**config.mk**
```make
export PLATFORM = sky130hd
export DESIGN_NAME = gm_dither
export DESIGN_NICKNAME = d
export VERILOG_FILES = /design/src/rtl/gm_pkg.sv /design/src/rtl/gm_dith_pos.sv /design/src/rtl/gm_dither.sv
export SDC_FILE = /design/constraint.sdc
export NUM_CORES = 1
export LEC_CHECK = 0
export ABC_AREA = 1
export CAP_MARGIN = 20
export CORE_MARGIN = 2
export CORE_UTILIZATION = 45
export DETAILED_ROUTE_END_ITERATION = 8
export PLACE_DENSITY_LB_ADDON = 0.2
export SKIP_CTS_REPAIR_TIMING = 1
export SLEW_MARGIN = 20
export SYNTH_ARGS = -nofsm -noshare
export SYNTH_HDL_FRONTEND = slang
export SYNTH_SLANG_ARGS = --single-unit
```
**constraint.sdc**
```tcl
create_clock -name pclk -period 3.05 [get_ports pclk]
set_input_delay 0.61 -clock pclk [delete_from_list [all_inputs] [get_ports pclk]]
set_output_delay 0.61 -clock pclk [all_outputs]
set_load 0.02 [all_outputs]
```
**src/rtl/gm_pkg.sv**
```systemverilog
`default_nettype none
// +------------------------------------------------------------------+
// | gm_pkg : shared constants for the gamma output quantiser          |
// | Rev 1.0 : initial release                                         |
// +------------------------------------------------------------------+
package gm_pkg;

  localparam int FRAC_SZ = 2;

  typedef logic [1:0] gm_mode_t;

  localparam gm_mode_t GM_DITH_RND = 2'd0;
  localparam gm_mode_t GM_DITH_ED  = 2'd1;
  localparam gm_mode_t GM_DITH_ORD = 2'd2;

  localparam logic [1:0] GM_RND_C    = 2'd2;

  localparam logic [1:0] GM_BAYER_00 = 2'd0;
  localparam logic [1:0] GM_BAYER_01 = 2'd2;
  localparam logic [1:0] GM_BAYER_10 = 2'd3;
  localparam logic [1:0] GM_BAYER_11 = 2'd1;

  // 2x2 Bayer lookup indexed by {row, col}
  function automatic logic [1:0] gm_bayer(input logic row, input logic col);
    logic [1:0] ofs;
    case ({row, col})
      2'b00:   ofs = GM_BAYER_00;
      2'b01:   ofs = GM_BAYER_01;
      2'b10:   ofs = GM_BAYER_10;
      default: ofs = GM_BAYER_11;
    endcase
    return ofs;
  endfunction

endpackage
`default_nettype wire

```
**src/rtl/gm_dith_pos.sv**
```systemverilog
`default_nettype none
// +------------------------------------------------------------------+
// | gm_dith_pos : frame/row/column parity tracker from valid strobe   |
// | Rev 1.0 : initial release                                         |
// +------------------------------------------------------------------+
module gm_dith_pos
  import gm_pkg::*;
(
  input  logic clk,
  input  logic rst,
  input  logic i_vld,
  input  logic i_frm_str,
  output logic o_frm_par,
  output logic o_row_par,
  output logic o_col_par,
  output logic o_vld_q
);

  logic r_frm_par;
  logic r_row_par;
  logic r_col_par;
  logic r_vld_q;
  logic w_line_end;

  // Outputs are the parities seen by the pixel on this cycle, so a
  // coincident frame start already applies its clears and toggle.
  assign o_frm_par  = i_frm_str ? ~r_frm_par : r_frm_par;
  assign o_row_par  = i_frm_str ? 1'b0 : r_row_par;
  assign o_col_par  = i_frm_str ? 1'b0 : r_col_par;
  assign o_vld_q    = r_vld_q;
  assign w_line_end = r_vld_q & ~i_vld;

  always_ff @(posedge clk) begin
    if (rst) begin
      r_frm_par <= 1'b0;
      r_row_par <= 1'b0;
      r_col_par <= 1'b0;
      r_vld_q   <= 1'b0;
    end else begin
      r_vld_q   <= i_vld;
      r_frm_par <= o_frm_par;
      if (i_frm_str) begin
        r_row_par <= 1'b0;
      end else if (w_line_end) begin
        r_row_par <= ~r_row_par;
      end
      r_col_par <= i_vld ? ~o_col_par : 1'b0;
    end
  end

endmodule
`default_nettype wire

```
**src/rtl/gm_dither.sv**
```systemverilog
`default_nettype none
// +------------------------------------------------------------------+
// | gm_dither : 8.2 -> 8 bit quantiser (round / error diff / ordered)  |
// | Rev 1.0 : initial release                                         |
// +------------------------------------------------------------------+
module gm_dither
  import gm_pkg::*;
#(
  parameter int DAT_SZ = 8
) (
  input  logic                      pclk,
  input  logic                      prst,
  input  logic [DAT_SZ+FRAC_SZ-1:0] px_i,
  input  logic                      px_vld_i,
  input  logic                      frm_str_i,
  input  logic                      dith_en,
  input  logic [1:0]                dith_mode,
  output logic [DAT_SZ-1:0]         px_o,
  output logic                      px_vld_o
);

  localparam int SUM_W = DAT_SZ + FRAC_SZ + 1;

  logic                r_en_s;
  gm_mode_t            r_mode_s;
  logic [FRAC_SZ-1:0]  r_err;
  logic [DAT_SZ-1:0]   r_px;

  logic                w_en;
  gm_mode_t            w_mode;
  logic [FRAC_SZ-1:0]  w_err;
  logic                w_frm_par;
  logic                w_row_par;
  logic                w_col_par;
  logic                w_vld_q;
  logic [FRAC_SZ-1:0]  w_ofs;
  logic [SUM_W-1:0]    w_sum;
  logic [DAT_SZ:0]     w_q;
  logic                w_sat;
  logic [DAT_SZ-1:0]   w_px;
  logic [FRAC_SZ-1:0]  w_err_nxt;

  gm_dith_pos u_pos (
    .clk       (pclk),
    .rst       (prst),
    .i_vld     (px_vld_i),
    .i_frm_str (frm_str_i),
    .o_frm_par (w_frm_par),
    .o_row_par (w_row_par),
    .o_col_par (w_col_par),
    .o_vld_q   (w_vld_q)
  );

  // A frame start coincident with a pixel must already steer that pixel.
  assign w_en   = frm_str_i ? dith_en   : r_en_s;
  assign w_mode = frm_str_i ? dith_mode : r_mode_s;
  assign w_err  = frm_str_i ? '0        : r_err;

  always_comb begin
    w_ofs = GM_RND_C;
    if (w_en) begin
      case (w_mode)
        GM_DITH_ED:  w_ofs = w_err;
        GM_DITH_ORD: w_ofs = gm_bayer(w_row_par ^ w_frm_par, w_col_par ^ w_frm_par);
        default:     w_ofs = GM_RND_C;
      endcase
    end
  end

  assign w_sum = SUM_W'(px_i) + SUM_W'(w_ofs);
  assign w_q   = w_sum[SUM_W-1:FRAC_SZ];
  assign w_sat = w_q[DAT_SZ];
  assign w_px  = w_sat ? {DAT_SZ{1'b1}} : w_q[DAT_SZ-1:0];

  // Residue is only carried in error-diffusion mode and dropped on clipping.
  assign w_err_nxt = (px_vld_i && w_en && (w_mode == GM_DITH_ED) && !w_sat)
                     ? w_sum[FRAC_SZ-1:0] : '0;

  always_ff @(posedge pclk) begin
    if (prst) begin
      r_en_s   <= 1'b0;
      r_mode_s <= GM_DITH_RND;
      r_err    <= '0;
      r_px     <= '0;
    end else begin
      if (frm_str_i) begin
        r_en_s   <= dith_en;
        r_mode_s <= dith_mode;
      end
      r_err <= w_err_nxt;
      if (px_vld_i) begin
        r_px <= w_px;
      end
    end
  end

  assign px_o     = r_px;
  assign px_vld_o = w_vld_q;

endmodule
`default_nettype wire

```
# After elaboration in Yosys (flattened, before gate mapping)
# Index checks and enable logic that the tools add are counted.
[totals] input_bits=17 regBits=17 elab_cells=39
[op_classes] n_addsub=1 n_mux=10 reduce_logical=8 bitwise_logic=8 eq_ne=4
[ops] operator="adder 10 x 2 -> 11 bit" n=1
[ops] operator="2-to-1 mux 8 bit" n=1
[ops] operator="2-to-1 mux 2 bit" n=3
[ops] operator="case mux 2 bit (3 select lines)" n=1
[ops] operator="OR reduction 2 bit" n=3
[ops] operator="NOT 1 bit" n=5
[ops] operator="== test 2 x 1 -> 1 bit, second input constant" n=2
[ops] operator="== test 2 bit, second input constant" n=2
[ops] operator="2-to-1 mux 1 bit" n=4
[ops] operator="case mux 2 bit (2 select lines)" n=1
[ops] operator="logical AND 1 bit" n=3
[ops] operator="logical NOT 2 bit" n=1
[ops] operator="XOR 1 bit" n=2
[ops] operator="AND 1 bit" n=1
[ops] operator="logical NOT 1 bit" n=1

# Logic depth before layout (Yosys ltp)
# Gate-level depths: netlist (run 1).
[logic_depth] word_depth=12 depth_mapped=18 depth_no_buf=18

# Hierarchy
# A second synthesis (run 1) with hierarchy kept.
[hier_totals] cells_unflattened=146 hier_area_um2=1008.5
[modules_own_cells] mod="gm_dither" cells_per_inst=124 instances=1 area_each_um2=847.1 seq_area_each_um2=260.2
[modules_own_cells] mod="gm_dith_pos" cells_per_inst=22 instances=1 area_each_um2=161.4 seq_area_each_um2=80.1

# Worst setup path before layout (run 1)
# OpenSTA, ideal clock, no wires.
[synth_timing] path_kind="input port to flip-flop" start="in frm_str_i" end="reg r_px[5] (netlist: px_o[5])" arrival_time_ns=2.759 n_path_buf=0 cell_stages=16 required_ns=2.986 slack_ns=0.227 path_cell_list="inv_2 -> or2_2 -> o21ai_2 -> inv_1 -> ha_1 -> a211oi_1 -> ha_1 -> inv_1 -> fa_1 -> inv_1 -> nand4_2 -> inv_1 -> nand3_2 -> nand2_2 -> a21oi_1 -> nor2_1"
[synth_lines] item="start, declared" line_no="gm_dither.sv:15" rtl="input logic frm_str_i,"
[synth_lines] item="2-to-1 mux 2 bit *"
[synth_lines] item="via w_mode[1]" line_no="gm_dither.sv:30" rtl="gm_mode_t w_mode;"
[synth_lines] item="== test 2 bit / == test 2 x 1 -> 1 bit (equally long branches)" line_no="gm_dither.sv:62" rtl="case (w_mode)"
[synth_lines] item="case mux 2 bit (2 select lines) *" line_no="gm_dither.sv:62"
[synth_lines] item="2-to-1 mux 2 bit *" line_no="gm_dither.sv:61" rtl="if (w_en) begin"
[synth_lines] item="adder 10 x 2 -> 11 bit *" line_no="gm_dither.sv:70" rtl="assign w_sum = SUM_W'(px_i) + SUM_W'(w_ofs);"
[synth_lines] item="2-to-1 mux 8 bit *" line_no="gm_dither.sv:73" rtl="assign w_px = w_sat ? {DAT_SZ{1'b1}} : w_q[DAT_SZ-1:0];"
[synth_lines] item="end signal, assigned" line_no="gm_dither.sv:92" rtl="r_px <= w_px;"
[synth_lines] item="end, declared" line_no="gm_dither.sv:27" rtl="logic [DAT_SZ-1:0] r_px;"
# Mark *: on every way through the listed nets, which the timed path passes. The rest lies on a longest branch.
# A chain may end at the register's enable or synchronous reset.

# Final worst setup path (run 1)
[layout_timing] start="in dith_mode[1]" end="reg r_px[4] (netlist: px_o[4])"
[layout_between] elab_chain_len=6
[layout_rtl] item="start, declared" line_no="gm_dither.sv:17" rtl="input logic [1:0] dith_mode,"
[layout_rtl] item="2-to-1 mux 2 bit *"
[layout_rtl] item="== test 2 bit / == test 2 x 1 -> 1 bit (equally long branches)" line_no="gm_dither.sv:62"
[layout_rtl] item="case mux 2 bit (2 select lines) *" line_no="gm_dither.sv:62"
[layout_rtl] item="2-to-1 mux 2 bit *" line_no="gm_dither.sv:61"
[layout_rtl] item="adder 10 x 2 -> 11 bit *" line_no="gm_dither.sv:70"
[layout_rtl] item="2-to-1 mux 8 bit *" line_no="gm_dither.sv:73"
# Mark *: on every way between the ends. The rest lies on a longest branch, timed or not.

==> results by stage, run 1 <==
CTS:
- TritonCTS built the clock tree.
- CTS built an H-tree with a depth of 1.
- The root buffer cell is sky130_fd_sc_hd__clkbuf_4.
- The total number of clock tree sinks is 17.
- Clock tree synthesis inserted a total of 3 buffers.
- No sink is reached through more buffers than the 2 on the longest clock path.
- Clock-pin slew was measured on the worst setup and hold paths at 0.10 ns.
- For the worst-skew pair, the clock arrives at the later sink with an insertion delay of 0.28 ns.

Yosys:
- The Yosys step of the flow raised 0 warnings.
- Summing the sequential cell areas from Yosys gives 34.74% of the chip area.
- The commonest cells after synthesis are sky130_fd_sc_hd__inv_1, sky130_fd_sc_hd__dfxtp_1, sky130_fd_sc_hd__nor2_1.
- The cell area that synthesis handed to floorplanning was 979.7 um^2.
- The number of distinct standard cells referenced by the synthesized netlist is 28.
- Synthesis produced a netlist with a net count of 157.
- The count of flip-flops with a built-in enable after synthesis is 0.
- Sorting the synthesized cells by area gives the leading types as sky130_fd_sc_hd__dfxtp_1, sky130_fd_sc_hd__inv_1, sky130_fd_sc_hd__ha_1.
- The cell count after synthesis is 133.
- The fraction of synthesized cell area taken by the top area cell type is 34.74%.
- The dominant cell type by area after synthesis is sky130_fd_sc_hd__dfxtp_1.
- By instance count, the leading cell after synthesis is sky130_fd_sc_hd__inv_1.
- A synthesized cell averages 7.366 um^2.
- Among all flip-flop cells after synthesis, the most frequent one is sky130_fd_sc_hd__dfxtp_1.
- Counting flops with an async set or reset pin after synthesis yields a share of 0%.
- Counting flops and latches in the post-synthesis netlist gives 17.

Place:
- The total placed instance area is 1306 um^2.
- Timing analysis after detailed placement gives a worst setup slack of -0.5791 ns.
- At the end of routability-driven placement, the weighted congestion stood at 0.9478.
- The number of buffer cells added on primary ports is 25.
- The final HPWL from detailed placement is 1689 um.
- The placed cell count is 190.

Worst setup path:
- The startpoint class of the critical path is an input port.
- Grouping stages by cell kind, the critical path spends the most delay in adder cells.
- In this run the critical register-to-register path is launched from u_pos.r_frm_par.
- The arrival time at the worst endpoint is 3.17 ns.
- The required arrival time at the worst endpoint is 3.24 ns.
- The worst setup path is captured at a flop.
- The worst setup path is of the input port to flop kind.
- For flop-to-flop paths, the worst setup slack is 0.44 ns.
- The count of buffering cells on the critical path with inverters included is 4.
- The signal on the critical path passes through clkdlybuf4s50_1, or2_2, o21ai_2, ha_2, nand3_1, a211oi_2, ha_2, inv_1, fa_2, inv_2, nand4_4, inv_4, nand3_1, a21oi_1, nor2_1.
- The worst stage delay on the critical path is 0.39 ns.
- Counting cells, the worst reg-to-reg path comes to 14.
- The capturing point of the worst reg2reg path is px_o[4].
- The cell with the largest stage delay on the worst path is sky130_fd_sc_hd__clkdlybuf4s50_1.
- The maximum fanout along the worst path is 5.

Timing:
- The hold violation count in the final report came to 0.
- Across the routed clock network, the largest skew measured is 0.002414 ns.
- Of the available clock period, the critical path in the final layout requires 97.75%.
- The total negative slack is 0 ns.
- After layout, the minimum clock period comes to 2.981 ns.
- Headroom to the max-slew limit came out at 67.67%.
- Setup violations remaining at the end of the flow were counted as 0.
- The count of final max-slew check failures was 0.
- Setup slack closes at 0.06860 ns.
- The slew at the pin with the worst max-slew slack is 0.4834 ns.
- Based on the critical path, the design can be clocked at up to 335.4 MHz.

Power:
- The post-layout total power is 520.4 uW.
- The net load switching power is 158.4 uW.
- The internal power is 362.0 uW.
- The share of total power dissipated in sequential elements is 46.7%.
- The part of the total power dissipated in the clock network is 22.6%.
- The power share of the combinational group is 30.7%.
- The worst-case IR drop observed on VDD is 0.0002904 V.
- In this run the power density over the cells is 373.3 nW/um^2.
- Of the total power, the share spent switching nets is 30.44%.
- The leakage power is 0.0006131 uW.

Die:
- From left edge to right edge, the die measures 50.66 um.
- The die covers 2566 um^2.
- The die boundary height is 50.66 um.
- The row count is 16.
- The floorplan step defined a core boundary enclosing 2002 um^2.
- The number of top-level pins is 26.
- The initial standard-cell utilization of the core is 48.94%.

Global routing:
- The sum of overflow across all layers after global routing is 0.
- The global-route usage over all layers is 17.41%.
- The initial antenna violation count is 0.
- The via count of the first global-routing pass is 863.
- The met1 routing resource usage after global routing is 21.26%.
- The met2 layer usage reported by global route is 30.04%.
- The wire length of the first global-routing pass is 3394 um.
- For this run, global-route usage on met3 was measured as 0.8929%.
- The most used routing layer is met2.
- Entering global routing, the biggest net connects 14 pins.

Cells and area:
- The layout-stage area growth over the synthesis result is 42.27%.
- 0 antenna diodes ended up in the layout.
- The summed area of non-filler cells in the final layout is 1394 um^2.
- The final net count is 194.
- Cells with a size suffix above 1 make up 19.53% of the layout.
- The final instance count without filler cells is 196.

Hold path:
- In this run the most critical hold path is launched from px_o[7].
- Along the worst hold path, the cell count comes to 2.
- The worst hold path terminates at px_o[7].
- The class of the worst hold path is flop to flop.

Route:
- The final route contains 943 vias.
- Summed over all layers, the routed wires come to 2167 um.
- The number of nets still failing antenna checks after routing is 0.
- The routed wire length per instance is 11.06 um.
- The post-detailed-route DRC marker count is 0.
- The detailed router finished its first iteration with 21 violations.
- The via density per instance is 4.811.
- The number of iterations in the first detailed-routing pass is 4.

Flow run:
- Max-cap violations in this run came to 0.

Status:
- The flow ran to the end, and the final reports show no timing, DRC or antenna violations.
-- metrics by stage --
step                      utilization [%]  hold WS, ns
after CTS                           66.63       0.4924
after floorplan                         -       0.4626
after detailed placement            65.25       0.4768
after global placement              65.25       0.4645
final                               69.63       0.4887
after global routing                69.63       0.5087
-- kinds of logic (layout without fill, tap and decap cells) --
logic type / after synthesis / count (layout) / share of synthesized area [%]
buffers and inverters: 25 / 61 / 9.834
and+or+nand+nor: 54 / 54 / 27.33
xor gates and xnor gates: 4 / 4 / 3.577
DFF: 17 / 17 / 34.74
adders and majority gates: 7 / 7 / 9.706
AOI/OAI and AO/OA: 26 / 26 / 14.82
-- routing by layer --
layer / routed length (um) / vias up / part of all wire, %
li1: - / 502 / -
met1: 963 / 416 / 44
met2: 1115 / 23 / 51
met3: 59 / 2 / 2.7
met4: 27 / 0 / 1.2
met5: 0 / - / 0
-- worst min-delay path, delay by kind of cell (launching register included) --
kind / cells / cell delay (ns)
compound gates: 1 / 0.06
flops: 1 / 0.33
simple gates: 1 / 0.07
-- sequential cells by signal (all words and copies together) (netlist names) --
register,count
u_pos.r_frm_par,1
u_pos.o_vld_q,1
r_en_s,1
u_pos.r_col_par,1
r_err,2
r_mode_s,2
px_o,8
u_pos.r_row_par,1
-- worst max path at each step --
stage,startpoint,endpoint,cells past startpoint
after floorplan,frm_str_i,px_o[5],16
after global placement,frm_str_i,px_o[5],17
after detailed placement,frm_str_i,px_o[5],17
after CTS,frm_str_i,px_o[2],17
after global routing,dith_mode[1],px_o[5],16
final,dith_mode[1],px_o[4],15
-- layout make-up --
type,count,area [um^2]
clock buffer,3,22.52
clock inverter,1,5.005
fill,180,608.1
inverter,23,88.84
multi-input combinational,91,583.1
sequential,17,340.3
tap,27,33.78
timing repair buffer,34,320.3
-- power by group through the flow --
stage	logic, uW	clock network [uW]	registers [uW]
2_1_floorplan	68.3	0	258
3_3_place_gp	147	0	248
3_5_place_dp	149	0	248
4_1_cts	150	124	243
5_1_grt	175	134	244
6_report	160	118	243
-- cells in the final DEF, fill, tap and decap left out, types with 2 or more instances in the layout --
cell                              netlist  final
sky130_fd_sc_hd__a21oi_1                6      6
sky130_fd_sc_hd__buf_4                  0      9
sky130_fd_sc_hd__clkbuf_4               0      3
sky130_fd_sc_hd__clkdlybuf4s50_1        0     24
sky130_fd_sc_hd__dfxtp_1               17     17
sky130_fd_sc_hd__ha_1                   6      4
sky130_fd_sc_hd__ha_2                   0      2
sky130_fd_sc_hd__inv_1                 22     20
sky130_fd_sc_hd__inv_2                  1      2
sky130_fd_sc_hd__nand2_1               15     15
sky130_fd_sc_hd__nand3_1                7      7
sky130_fd_sc_hd__nand4_1                2      2
sky130_fd_sc_hd__nor2_1                17     17
sky130_fd_sc_hd__nor2_2                 2      2
sky130_fd_sc_hd__o21ai_0               14     14
sky130_fd_sc_hd__o21ai_2                3      3
sky130_fd_sc_hd__or2_2                  2      2
sky130_fd_sc_hd__xor2_1                 3      3
Note: power is estimated with default switching activity, not from simulation.
==> run 2, diff against run 1 <==
--- a/config.mk
+++ b/config.mk
@@ -7,9 +7,12 @@
 export LEC_CHECK = 0
 export ABC_AREA = 1
 export CAP_MARGIN = 20
+export CELL_PAD_IN_SITES_DETAIL_PLACEMENT = 0
+export CELL_PAD_IN_SITES_GLOBAL_PLACEMENT = 1
 export CORE_MARGIN = 2
-export CORE_UTILIZATION = 45
+export CORE_UTILIZATION = 33
 export DETAILED_ROUTE_END_ITERATION = 8
+export MAX_ROUTING_LAYER = met4
 export PLACE_DENSITY_LB_ADDON = 0.2
 export SKIP_CTS_REPAIR_TIMING = 1
 export SLEW_MARGIN = 20
==> run 2 against run 1 <==
  * Sequential cell count is the same
  * Power is 3.8% higher
  * Cell count is 5.1% higher
  * Register-to-register slack better by 0.02 ns
  * Utilization decreased by 16 points
  * Hold slack better by 0.011 ns
  * Via count is 2.8% higher
  * Critical path type unchanged
  * Critical endpoint is now px_o[3]
==> results by stage, run 2 (synthesis results as in run 1) <==
Status:
- The flow ran to the end, and the final reports show no timing, DRC or antenna violations.

Power:
- The leakage power came to 0.0006544 uW (+6.7%).
- The post-layout total power is 540.3 uW (+3.8%).
- The peak supply drop is 0.0002619 V (-9.8%).
- The total power per unit cell area came to 359.2 nW/um^2 (-3.8%).

Timing:
- The fmax is 337.3 MHz (+0.55%).
- The post-layout minimum cycle time was 2.965 ns (-0.01640 ns).
- The final setup skew is 0.004660 ns (+0.002246 ns).
- The hold violation count in the final report is 0 (unchanged).
- The total setup violations reported at the end of the flow is 0 (unchanged).
- The slew at the pin with the worst max-slew slack is 0.5539 ns (+0.07058 ns).
- The tightest slew margin relative to the limit was 62.95% (-4.7 points).
- The final cycle utilization of the critical path is 97.21% (-0.54 points).
- The count of final max-slew check failures came to 0 (unchanged).

Route:
- The post-detailed-route DRC marker count is 0 (unchanged).
- The number of DRC violations after detailed-routing iteration 0 is 20 (-4.8%).
- The routed wire length per instance is 11.25 um (+1.7%).
- After detailed routing, no signal wire sits above met4.
- The number of nets still failing antenna checks after routing is 0 (unchanged).
- The detailed route wirelength on metal2 came to 1191 um (+6.8%).
- The via count of the routed design is 969 (+2.8%).
- The number of iterations in the first detailed-routing pass is 6 (+2).
- The met3 wire length is 91 um (+54%).
- The via density per instance is 4.704 (-2.2%).
- The routed metal-1 wirelength is 1010 um (+4.9%).
- The post-detailed-routing wire length is 2317 um (+6.9%).

Die:
- The standard cell core area was 2781 um^2 (+39%).
- The number of top-level pins is 26 (unchanged).
- The die outline area is 3421 um^2 (+33%).
- The initial standard-cell utilization of the core is 35.22% (-14 points).
- The die boundary height was 58.49 um (+15%).
- The row count is 19 (+3).
- The die extent in x is 58.49 um (+15%).

CTS:
- The total number of clock tree sinks came to 17 (unchanged).
- The post-CTS clock slew at the launch and capture registers of the worst setup and hold paths came to 0.10 ns (about the same).
- The cell sitting at the root of the clock tree is a sky130_fd_sc_hd__clkbuf_4.
- TritonCTS built the clock tree.
- The number of H-tree branching levels is 1 (unchanged).
- The CTS buffer count is 3 (unchanged).
- The buffer levels on the longest clock path is 2 (unchanged).
- The clock latency on the worst-skew pair is 0.29 ns (about the same).

Global routing:
- The largest net degree at the start of global routing is 14 (unchanged).
- The via count of the first global-routing pass is 873 (+1.2%).
- The global-route usage over all layers is 14.14% (-3.3 points).
- The sum of overflow across all layers after global routing is 0 (unchanged).
- The wire length of the first global-routing pass is 3594 um (+5.9%).
- The initial antenna violation count is 0 (unchanged).

Cells and area:
- The final net count is 200 (+3.1%).
- The share of post-route cells with drive strength above 1 is 27.43% (+7.9 points).
- Compared with the post-synthesis result, the final layout area differs by 53.51%.
- The antenna cell count came to 0 (unchanged).
- The number of flip-flops under the largest register name is 8 (unchanged).
- The final-layout fill cell count was 270 (+50%).
- The core utilization of the finished layout is 54.07% (-16 points).
- The library cells used most frequently in the layout, excluding fill and tap cells, are sky130_fd_sc_hd__clkdlybuf4s50_1, sky130_fd_sc_hd__inv_1, sky130_fd_sc_hd__dfxtp_1.
- Leaving out fill and tap cells, the most frequent cell in the layout is sky130_fd_sc_hd__clkdlybuf4s50_1.

Worst setup path:
- STA classifies the critical path startpoint as an input port.
- Tracing the worst setup path back leads to its startpoint at dith_mode[0].
- The launching point of the worst reg2reg path is u_pos.r_frm_par.
- The worst setup path is captured at a flop.
- The arrival time at the worst endpoint is 3.15 ns (-0.02 ns).
- The critical path is of the input port to flop type.
- The worst reg-to-reg path cell count is 15 (+1).
- The slack of the worst reg-to-reg path is 0.46 ns (+0.02 ns).
- The required arrival time at the worst endpoint is 3.23 ns (about the same).
- The maximum fanout along the worst path was 4 (-1).
- The capturing instance or port of the critical path is px_o[3].
- The endpoint identified for the worst register-to-register timing path is px_o[6].

Place:
- The number of buffer cells added on primary ports is 25 (unchanged).
- The final HPWL from detailed placement came to 1771 um (+4.8%).
- The final RePlAce weighted congestion was 0.9520 (+0.44%).

Flow run:
- The number of maximum-capacitance constraint violations is 0 (unchanged).

Hold path:
- The class of the worst hold path is flop to flop.
-- run 2: worst min-delay path by stage --
stage	end	from	slack (ns)	cells past startpoint
after floorplan	r_mode_s[0]	r_mode_s[0]	0.46	2
after global placement	px_o[7]	px_o[7]	0.47	2
after detailed placement	px_o[7]	px_o[7]	0.47	2
after CTS	px_o[7]	px_o[7]	0.49	2
after global routing	px_o[7]	px_o[7]	0.53	2
final	px_o[7]	px_o[7]	0.50	2
-- run 2: final cells by class --
| class | count | area [um^2] | share of cell area [%] |
|---|---|---|---|
| Multi-Input combinational cell | 91 | 643.1 | 42.76 |
| Timing Repair Buffer | 40 | 365.4 | 24.29 |
| Sequential cell | 17 | 340.3 | 22.63 |
| Inverter | 23 | 88.84 | 5.907 |
| Tap cell | 31 | 38.79 | 2.579 |
| Clock buffer | 3 | 22.52 | 1.498 |
| Clock inverter | 1 | 5.005 | 0.3328 |
-- run 2: report_power, final --
group	switching [uW]	total [uW]	internal, uW
Sequential	7.38	243	236
Clock	71.0	120	48.7
Combinational	88.5	177	88.6
Total	167	540	373
-- run 2: per-layer routing --
metal  track usage [%]  up-vias
met5                 -        -
met3             1.538        2
met2             25.68       18
met4             5.980        0
met1             15.51      435
li1                  -      514
-- run 2: metrics by stage --
stage               setup TNS (ns)  setup WS [ns]  hold WS, ns  cells  cell area (um^2)
floorplan                        0         0.2273       0.4626    133             979.7
global placement            -4.397        -0.4910       0.4716    199              1349
detailed placement          -5.082        -0.5386       0.4742    199              1349
CTS                         -2.338        -0.2677       0.4888    203              1376
global route               -0.1180       -0.04040       0.5322    206              1504
finish                           0        0.08500       0.5000    206              1504
-- run 2: critical path: stages --
cell	delay [ns]
sky130_fd_sc_hd__clkdlybuf4s50_1	0.40
sky130_fd_sc_hd__or2_2	0.32
sky130_fd_sc_hd__o21ai_4	0.09
sky130_fd_sc_hd__inv_1	0.07
sky130_fd_sc_hd__ha_2	0.18
sky130_fd_sc_hd__buf_4	0.13
sky130_fd_sc_hd__nand3_1	0.06
sky130_fd_sc_hd__o21ai_1	0.08
sky130_fd_sc_hd__nor3_2	0.23
sky130_fd_sc_hd__inv_1	0.11
sky130_fd_sc_hd__ha_4	0.27
sky130_fd_sc_hd__nand2_1	0.06
sky130_fd_sc_hd__nand2_2	0.12
sky130_fd_sc_hd__nand2_4	0.08
sky130_fd_sc_hd__xor2_1	0.15
sky130_fd_sc_hd__nor2_1	0.13
sky130_fd_sc_hd__nor2_1	0.05
